## config.mk

```make
export PLATFORM = sky130hd
export DESIGN_NAME = imem_loader_flat
export DESIGN_NICKNAME = d
export VERILOG_FILES = /design/src/rtl/imem_loader_if.sv /design/src/rtl/imem_loader.sv /design/src/flat_wrapper.sv
export SDC_FILE = /design/constraint.sdc
export NUM_CORES = 1
export LEC_CHECK = 0
export ABC_CLOCK_PERIOD_IN_PS = 2300
export CAP_MARGIN = 20
export CORE_MARGIN = 10
export CORE_UTILIZATION = 46
export CTS_CLUSTER_DIAMETER = 120
export DETAILED_ROUTE_END_ITERATION = 10
export GPL_TIMING_DRIVEN = 1
export MAX_ROUTING_LAYER = met4
export PLACE_DENSITY = 0.82
export SKIP_CTS_REPAIR_TIMING = 1
export SLEW_MARGIN = 20
export SYNTH_ARGS = -nofsm -noshare
export SYNTH_HDL_FRONTEND = slang
export SYNTH_SLANG_ARGS = --single-unit
```

## constraint.sdc

```tcl
create_clock -name clk -period 2.3 [get_ports clk]
set_input_delay 0.575 -clock clk [delete_from_list [all_inputs] [get_ports clk]]
set_output_delay 0.575 -clock clk [all_outputs]
set_load 0.01 [all_outputs]
```

## src/rtl/imem_loader_if.sv

```systemverilog
// Loader bus: program byte stream and start handshake in, instruction-memory write port and core hold out.
// The host/testbench side uses the master modport; the loader itself uses the slave modport.
interface imem_loader_if;
    logic        start;
    logic [15:0] word_count;
    logic        byte_valid;
    logic [7:0]  byte_data;
    logic        byte_ready;
    logic        imem_we;
    logic [31:0] imem_addr;
    logic [31:0] imem_wdata;
    logic        core_reset_n;
    logic        busy;
    logic        done;
    logic        error;

    modport master (
        output start, word_count, byte_valid, byte_data,
        input  byte_ready, imem_we, imem_addr, imem_wdata, core_reset_n, busy, done, error
    );

    modport slave (
        input  start, word_count, byte_valid, byte_data,
        output byte_ready, imem_we, imem_addr, imem_wdata, core_reset_n, busy, done, error
    );
endinterface

```

## src/rtl/imem_loader.sv

```systemverilog
// Streams little-endian program bytes into instruction memory while holding the core in reset.
// One word per 5 cycles at best (4 byte accepts + 1 write); byte_valid low stalls LOAD indefinitely.
module imem_loader #(
    parameter int IMEM_WORDS = 64
) (
    input  logic         clk,
    input  logic         reset,
    imem_loader_if.slave bus
);
    typedef enum logic [1:0] {
        IDLE  = 2'd0,
        LOAD  = 2'd1,
        WRITE = 2'd2,
        DONE  = 2'd3
    } state_t;

    localparam logic [15:0] MAX_WORDS = 16'(IMEM_WORDS);

    state_t      state;
    state_t      state_nxt;

    logic [15:0] count_q;
    logic [15:0] word_idx;
    logic [1:0]  byte_idx;
    logic [23:0] asm_q;
    logic [31:0] addr_q;
    logic [31:0] wdata_q;
    logic        error_q;

    logic        start_ok;
    logic        start_bad;
    logic        byte_acc;
    logic        last_byte;

    always_ff @(posedge clk) begin
        if (!reset) begin
            state <= IDLE;
        end else begin
            state <= state_nxt;
        end
    end

    always_comb begin
        state_nxt         = state;
        start_ok          = 1'b0;
        start_bad         = 1'b0;
        byte_acc          = 1'b0;
        last_byte         = 1'b0;
        bus.byte_ready    = 1'b0;
        bus.imem_we       = 1'b0;
        bus.busy          = 1'b1;
        bus.done          = 1'b0;
        bus.core_reset_n  = 1'b0;
        unique case (state)
            IDLE: begin
                bus.busy         = 1'b0;
                bus.core_reset_n = reset;
                if (bus.start) begin
                    if (bus.word_count != 16'd0 && bus.word_count <= MAX_WORDS) begin
                        start_ok  = 1'b1;
                        state_nxt = LOAD;
                    end else begin
                        start_bad = 1'b1;
                    end
                end
            end
            LOAD: begin
                bus.byte_ready = 1'b1;
                byte_acc       = bus.byte_valid;
                last_byte      = byte_acc && (byte_idx == 2'd3);
                if (last_byte) begin
                    state_nxt = WRITE;
                end
            end
            WRITE: begin
                bus.imem_we = 1'b1;
                // word_idx still names the word being written; its successor decides completion
                state_nxt   = ((word_idx + 16'd1) == count_q) ? DONE : LOAD;
            end
            DONE: begin
                bus.done  = 1'b1;
                state_nxt = IDLE;
            end
            default: begin
                state_nxt = IDLE;
            end
        endcase
    end

    always_ff @(posedge clk) begin
        if (!reset) begin
            count_q  <= 16'd0;
            word_idx <= 16'd0;
            byte_idx <= 2'd0;
            asm_q    <= 24'd0;
            addr_q   <= 32'd0;
            wdata_q  <= 32'd0;
            error_q  <= 1'b0;
        end else begin
            if (start_ok) begin
                count_q  <= bus.word_count;
                word_idx <= 16'd0;
                byte_idx <= 2'd0;
                error_q  <= 1'b0;
            end else if (start_bad) begin
                error_q  <= 1'b1;
            end

            if (byte_acc) begin
                byte_idx <= byte_idx + 2'd1;
                unique case (byte_idx)
                    2'd0:    asm_q[7:0]   <= bus.byte_data;
                    2'd1:    asm_q[15:8]  <= bus.byte_data;
                    2'd2:    asm_q[23:16] <= bus.byte_data;
                    default: ;
                endcase
            end

            // Output registers load only here, so they hold the last written word otherwise
            if (last_byte) begin
                addr_q  <= {14'd0, word_idx, 2'b00};
                wdata_q <= {bus.byte_data, asm_q};
            end

            if (state == WRITE) begin
                word_idx <= word_idx + 16'd1;
            end
        end
    end

    assign bus.imem_addr  = addr_q;
    assign bus.imem_wdata = wdata_q;
    assign bus.error      = error_q;

endmodule

```

## src/flat_wrapper.sv

```systemverilog
// flat-port wrapper written by rule: the top's interface ports become plain ports
module imem_loader_flat 
#(
    parameter int IMEM_WORDS = 64
)
  (clk, reset, bus_start, bus_word_count, bus_byte_valid, bus_byte_data, bus_byte_ready, bus_imem_we, bus_imem_addr, bus_imem_wdata, bus_core_reset_n, bus_busy, bus_done, bus_error);
  imem_loader_if bus_i ();
  input  logic clk;
  input  logic reset;
  input wire logic [$bits(bus_i.start)-1:0] bus_start;
  input wire logic [$bits(bus_i.word_count)-1:0] bus_word_count;
  input wire logic [$bits(bus_i.byte_valid)-1:0] bus_byte_valid;
  input wire logic [$bits(bus_i.byte_data)-1:0] bus_byte_data;
  output wire logic [$bits(bus_i.byte_ready)-1:0] bus_byte_ready;
  output wire logic [$bits(bus_i.imem_we)-1:0] bus_imem_we;
  output wire logic [$bits(bus_i.imem_addr)-1:0] bus_imem_addr;
  output wire logic [$bits(bus_i.imem_wdata)-1:0] bus_imem_wdata;
  output wire logic [$bits(bus_i.core_reset_n)-1:0] bus_core_reset_n;
  output wire logic [$bits(bus_i.busy)-1:0] bus_busy;
  output wire logic [$bits(bus_i.done)-1:0] bus_done;
  output wire logic [$bits(bus_i.error)-1:0] bus_error;
  assign bus_i.start = bus_start;
  assign bus_i.word_count = bus_word_count;
  assign bus_i.byte_valid = bus_byte_valid;
  assign bus_i.byte_data = bus_byte_data;
  assign bus_byte_ready = bus_i.byte_ready;
  assign bus_imem_we = bus_i.imem_we;
  assign bus_imem_addr = bus_i.imem_addr;
  assign bus_imem_wdata = bus_i.imem_wdata;
  assign bus_core_reset_n = bus_i.core_reset_n;
  assign bus_busy = bus_i.busy;
  assign bus_done = bus_i.done;
  assign bus_error = bus_i.error;
  imem_loader #(.IMEM_WORDS(IMEM_WORDS)) u_core (.clk(clk), .reset(reset), .bus(bus_i));
endmodule
```

# --- After elaboration in Yosys (flattened, before gate mapping) ---
# Cells that the tools add are included.
classes:
  add_sub_neg: 2
  n_lt_le_gt_ge: 1
  n_eq_ne: 10
  muxes: 22
  n_bitwise: 1
  n_reduce_logical: 12
op_table:
  columns: ["operator", "n"]
  rows:
  - ["$mux 16", 2]
  - ["$add 16x1->16 const B", 1]
  - ["$eq 16x16->1", 1]
  - ["$le 16x7->1 const B", 1]
  - ["$reduce_bool 16->1", 1]
  - ["$mux 1", 13]
  - ["$mux 2", 6]
  - ["$eq 2x2->1 const B", 4]
  - ["$pmux 2 s4", 1]
  - ["$reduce_and 2->1", 3]
  - ["$eq 2x1->1 const B", 2]
  - ["$logic_not 2->1", 2]
  - ["$ne 2x1->1 const B", 2]
  - ["$reduce_bool 2->1", 2]
  - ["$reduce_and 3->1", 1]
  - ["$add 2x1->2 const B", 1]
  - ["$logic_and 1x1->1", 2]
  - ["$ne 2x2->1 const B", 1]
  - ["$reduce_or 2->1", 1]
  - ["$not 1->1", 1]
totals:
  regBits: 109
  in_bits: 28
  output_inout_bits: 70
  wordCells: 58

# --- Depth between registers and ports, before layout ---
depth:
  word_depth: 7
  depth_mapped: 9
  ltp_nobuf: 7

# --- Least setup slack after synthesis ---
# Ideal clock, no wire load.
synth_path:
  path_type: "input-to-reg"
  start: "input port bus_word_count[0]"
  end: "register u_core.state[1]"
  setup_time_ns: 0.058
  arrival_ns: 2.267
  required_ns: 2.242
  path_slack_ns: -0.025
  cell_stages: 6
  path_buffers: 0
  path_cell_list: "or4_4 -> o31a_1 -> o41a_1 -> a221oi_2 -> nand4_1 -> a21bo_1"
synth_between:
  elab_chain_cells: 4
synth_lines:
  columns: ["item", "line_no", "rtl"]
  rows:
  - ["from (decl)", "flat_wrapper.sv:11", "input wire logic [$bits(bus_i.word_count)-1:0] bus_word_count;"]
  - ["$le 16x7->1 or $reduce_bool 16->1 (tied branches)", "imem_loader.sv:59", "if (bus.word_count != 16'd0 && bus.word_count <= MAX_WORDS) begin"]
  - ["$logic_and 1x1->1 *", "imem_loader.sv:59", null]
  - ["$ne 2x1->1 (no line) *", null, null]
  - ["$reduce_and 3->1 (no line) *", null, null]
  - ["to (signal assigned)", "imem_loader.sv:39", "state <= state_nxt;"]
  - ["to (decl)", "imem_loader.sv:19", "state_t state;"]
# Every way passes the cells marked *; elsewhere a longest branch is shown, timed or not.
# A chain may end at the register's enable or synchronous reset.

# --- Worst setup path in the final report ---
layout_path:
  start: "input port bus_word_count[2]"
  end: "register u_core.state[1]"
# The elaborated chain is that of the path after synthesis.

==> flow_summary.toml <==
[status]
status = "completed"

[sta]
worst_pin_slew_ns = 0.881
layout_setup_ws_ns = 0.0372
hold_slack_ns = 0.456
setup-tns-final_ns = 0
setup_viol = 0
finalMaxSlewViolations = 0
fin_skew_ns = 0.00729
period_needed_ns = 2.26
slew-limit-headroom_pct = 41.3
finalHoldViolCount = 0
fmax_ghz = 0.442
fin_crit_sh_pct = 98.4

[synth]
synth.avg_cell_area_sq_um = 7.87
synthCells = 601
synth_top_cell_area_share_pct = 46.1
synth_warnings = 0
yosys-top-cells-area = "dfxtp_1 (46%), nand2_1 (14%), a21oi_1 (8.6%), buf_4 (2.5%), clkbuf_1 (2.5%)"
synth_flop_cell = "dfxtp_1"
ys_ff_latch = 109
synth_area_sq_um = 4730
yosysSeqAreaShare_pct = 46.1
synth_cell_type_count = 51
synth_top_area_cell = "dfxtp_1"
synth_edf_count = 0
async_flop_share_pct = 0

[placement]
hpwlAfterDp_um = 9480
dp_slack_ns = -0.543
io_buffers = 81
placed_cells = 807
gp_congestion = 0.931

[setup_path]
endpoint_kind = "flip-flop"
slowest_delay_ns = 0.53
critPathBufInv = 1
crit_fanout = 2
crit_type = "in2reg"
cpMaxStageDelayCell = "or4_4"
cp_data_arrival_time_ns = 2.58
worstPathCellList = "clkbuf_2 -> or4_4 -> o31a_1 -> o41a_1 -> a221oi_2 -> nand4_1 -> a21bo_1"
required_ns = 2.61
path_delay_family = "compound AO/OA/AOI/OAI gates"
crit_path_start_kind = "primary input"

[hold_path]
hold_path_class = "reg2reg"

[routing]
drc = 0
wl_per_cell_um = 15.3
drt_iter0_markers = 349
drtAntennaViolNets = 0
viasPerCell = 5.30
wl_um = 12600
drtPass1Iterations = 6
num_vias = 4364

[power_and_ir_drop]
switching_share_pct = 21.9
leakage_uw = 0.00220
p_sw_uw = 697
power_density_nw_per_um2 = 532
seq_power_share_pct = 59.4
combPwrFrac_pct = 3.9
clock_power_share_pct = 36.7
internal-power_uw = 2480
vdd_drop_max_mv = 0.292

[global_routing]
grt_max_degree = 92
grt-ovfl-total = 0
grt_antenna_before_repair = 0
gr-usage-all-layers_pct = 17.2
grt_pass1_wl_um = 20500
grt_pass1_vias = 4224

[cts]
ctsLongestPathBuffers = 2
cts.clk_slew.worst_paths_ns = 0.10
cts_tree = "done"
clk-insertion-delay-late_ns = 0.36
cts_sinks = 109
ctsRootBufferMaster = "clkbuf_8"
cts.htree.levels = 3
cts-buffers-inserted = 9

[flow_run]
maxCapViolations = 0

[cells_and_area]
fin_cells = 823
diodes = 0
layout-drive-gt1-share_pct = 9.57
fin_util_pct = 60.2
area_delta_synth_final_pct = 26.1
fin_nets = 718

[die]
io_pins = 98
dieArea_sq_um = 14700
core_sq_um = 9910
die_w_um = 121
rows = 36
dieHeight_um = 121
start_util_pct = 47.7
flip-flops by register name, indices dropped and copies added, names as in the netlist:
signal	cells
u_core.word_idx	16
u_core.bus.imem_wdata	32
u_core.state	2
u_core.byte_idx	2
u_core.asm_q	24
u_core.bus.imem_addr	16
u_core.count_q	16
u_core.bus.error	1
final timing paths:
check | start | cells after the start | end | slack (ns)
setup / recovery | bus_word_count[2] | 7 | u_core.state[1] | 0.04
hold / removal | u_core.bus.imem_wdata[0] | 2 | u_core.bus.imem_wdata[0] | 0.46
hold reg to reg | u_core.bus.imem_wdata[0] | 2 | u_core.bus.imem_wdata[0] | 0.46
setup reg to reg | u_core.word_idx[3] | 6 | u_core.state[1] | 0.13
synth_stat cells, types with 7 or more instances:
library cell,count
nand2_1,174
clkbuf_1,32
o21ai_0,14
nor2_1,26
xnor2_1,13
and3_1,15
nor4_1,7
xor2_1,8
a21oi_1,81
a31oi_1,10
nand4_1,10
nand3_1,10
dfxtp_1,109
mux2i_1,7
buf_4,16
cells in the final DEF (no fill, tap or decap), drive strengths merged, types with 3 or more instances in the layout:
cell           instances
and4                   3
conb                  16
ha                     5
nand3                 10
clkbuf                14
and2                   3
dfxtp                109
nand2                174
or3                    4
nand4                 10
a31oi                 10
dlymetal6s2s           3
xnor2                 13
buf                   38
nor4                   7
mux2i                  7
nor3                   4
xor2                   8
nor2                  26
and3                  15
or4                    3
inv                    7
a21oi                 81
o21ai                 14
clkdlybuf4s50         76
kinds of logic (layout without fill, tap and decap cells):
logic type / after synthesis / count (layout) / synth area share, %
compound gates: 124 / 124 / 15.1
xor+xnor: 21 / 21 / 3.89
simple gates: 267 / 267 / 25.0
fa+ha+maj: 5 / 5 / 1.32
flops: 109 / 109 / 46.1
other cells: 1 / 16 / 0.0793
mux: 7 / 7 / 1.48
buf+inv: 67 / 141 / 6.96
cell type report:
type	count	area, sq um
Timing Repair Buffer	119	1120
Clock buffer	12	145
Inverter	6	22.5
Fill cell	918	3940
Multi-Input combinational cell	440	2270
Tap cell	133	166
Sequential cell	109	2180
Clock inverter	4	55.1
routing by layer:
layer,routed length [um],vias to the layer above,track usage [%]
met5,0,-,-
met4,201,0,6.78
met3,904,14,3.44
met2,5760,156,26.4
met1,5760,2034,21.8
li1,-,2160,-
worst min-delay path: cells and delay by family, from the launching register on:
kind | cells | cell delay (ns)
AO/OA/AOI/OAI | 1 | 0.05
flip-flops | 1 | 0.32
AND/OR/NAND/NOR | 1 | 0.05
power by group through the flow:
stage	Combinational, uW	Clock, uW	Sequential (uW)
2_1_floorplan	65.8	0	1930
3_3_place_gp	122	0	1930
3_5_place_dp	125	0	1930
4_1_cts	125	1190	1890
5_1_grt	135	1270	1890
6_report	124	1160	1890
through the flow:
stage                     area [sq um]  power (uW)
final                             5970        3180
after global routing              5970        3300
after CTS                         5970        3200
after detailed placement          5770        2060
after global placement            5770        2050
after floorplan                   4790        2000
Power figures use the tool's default switching activity.
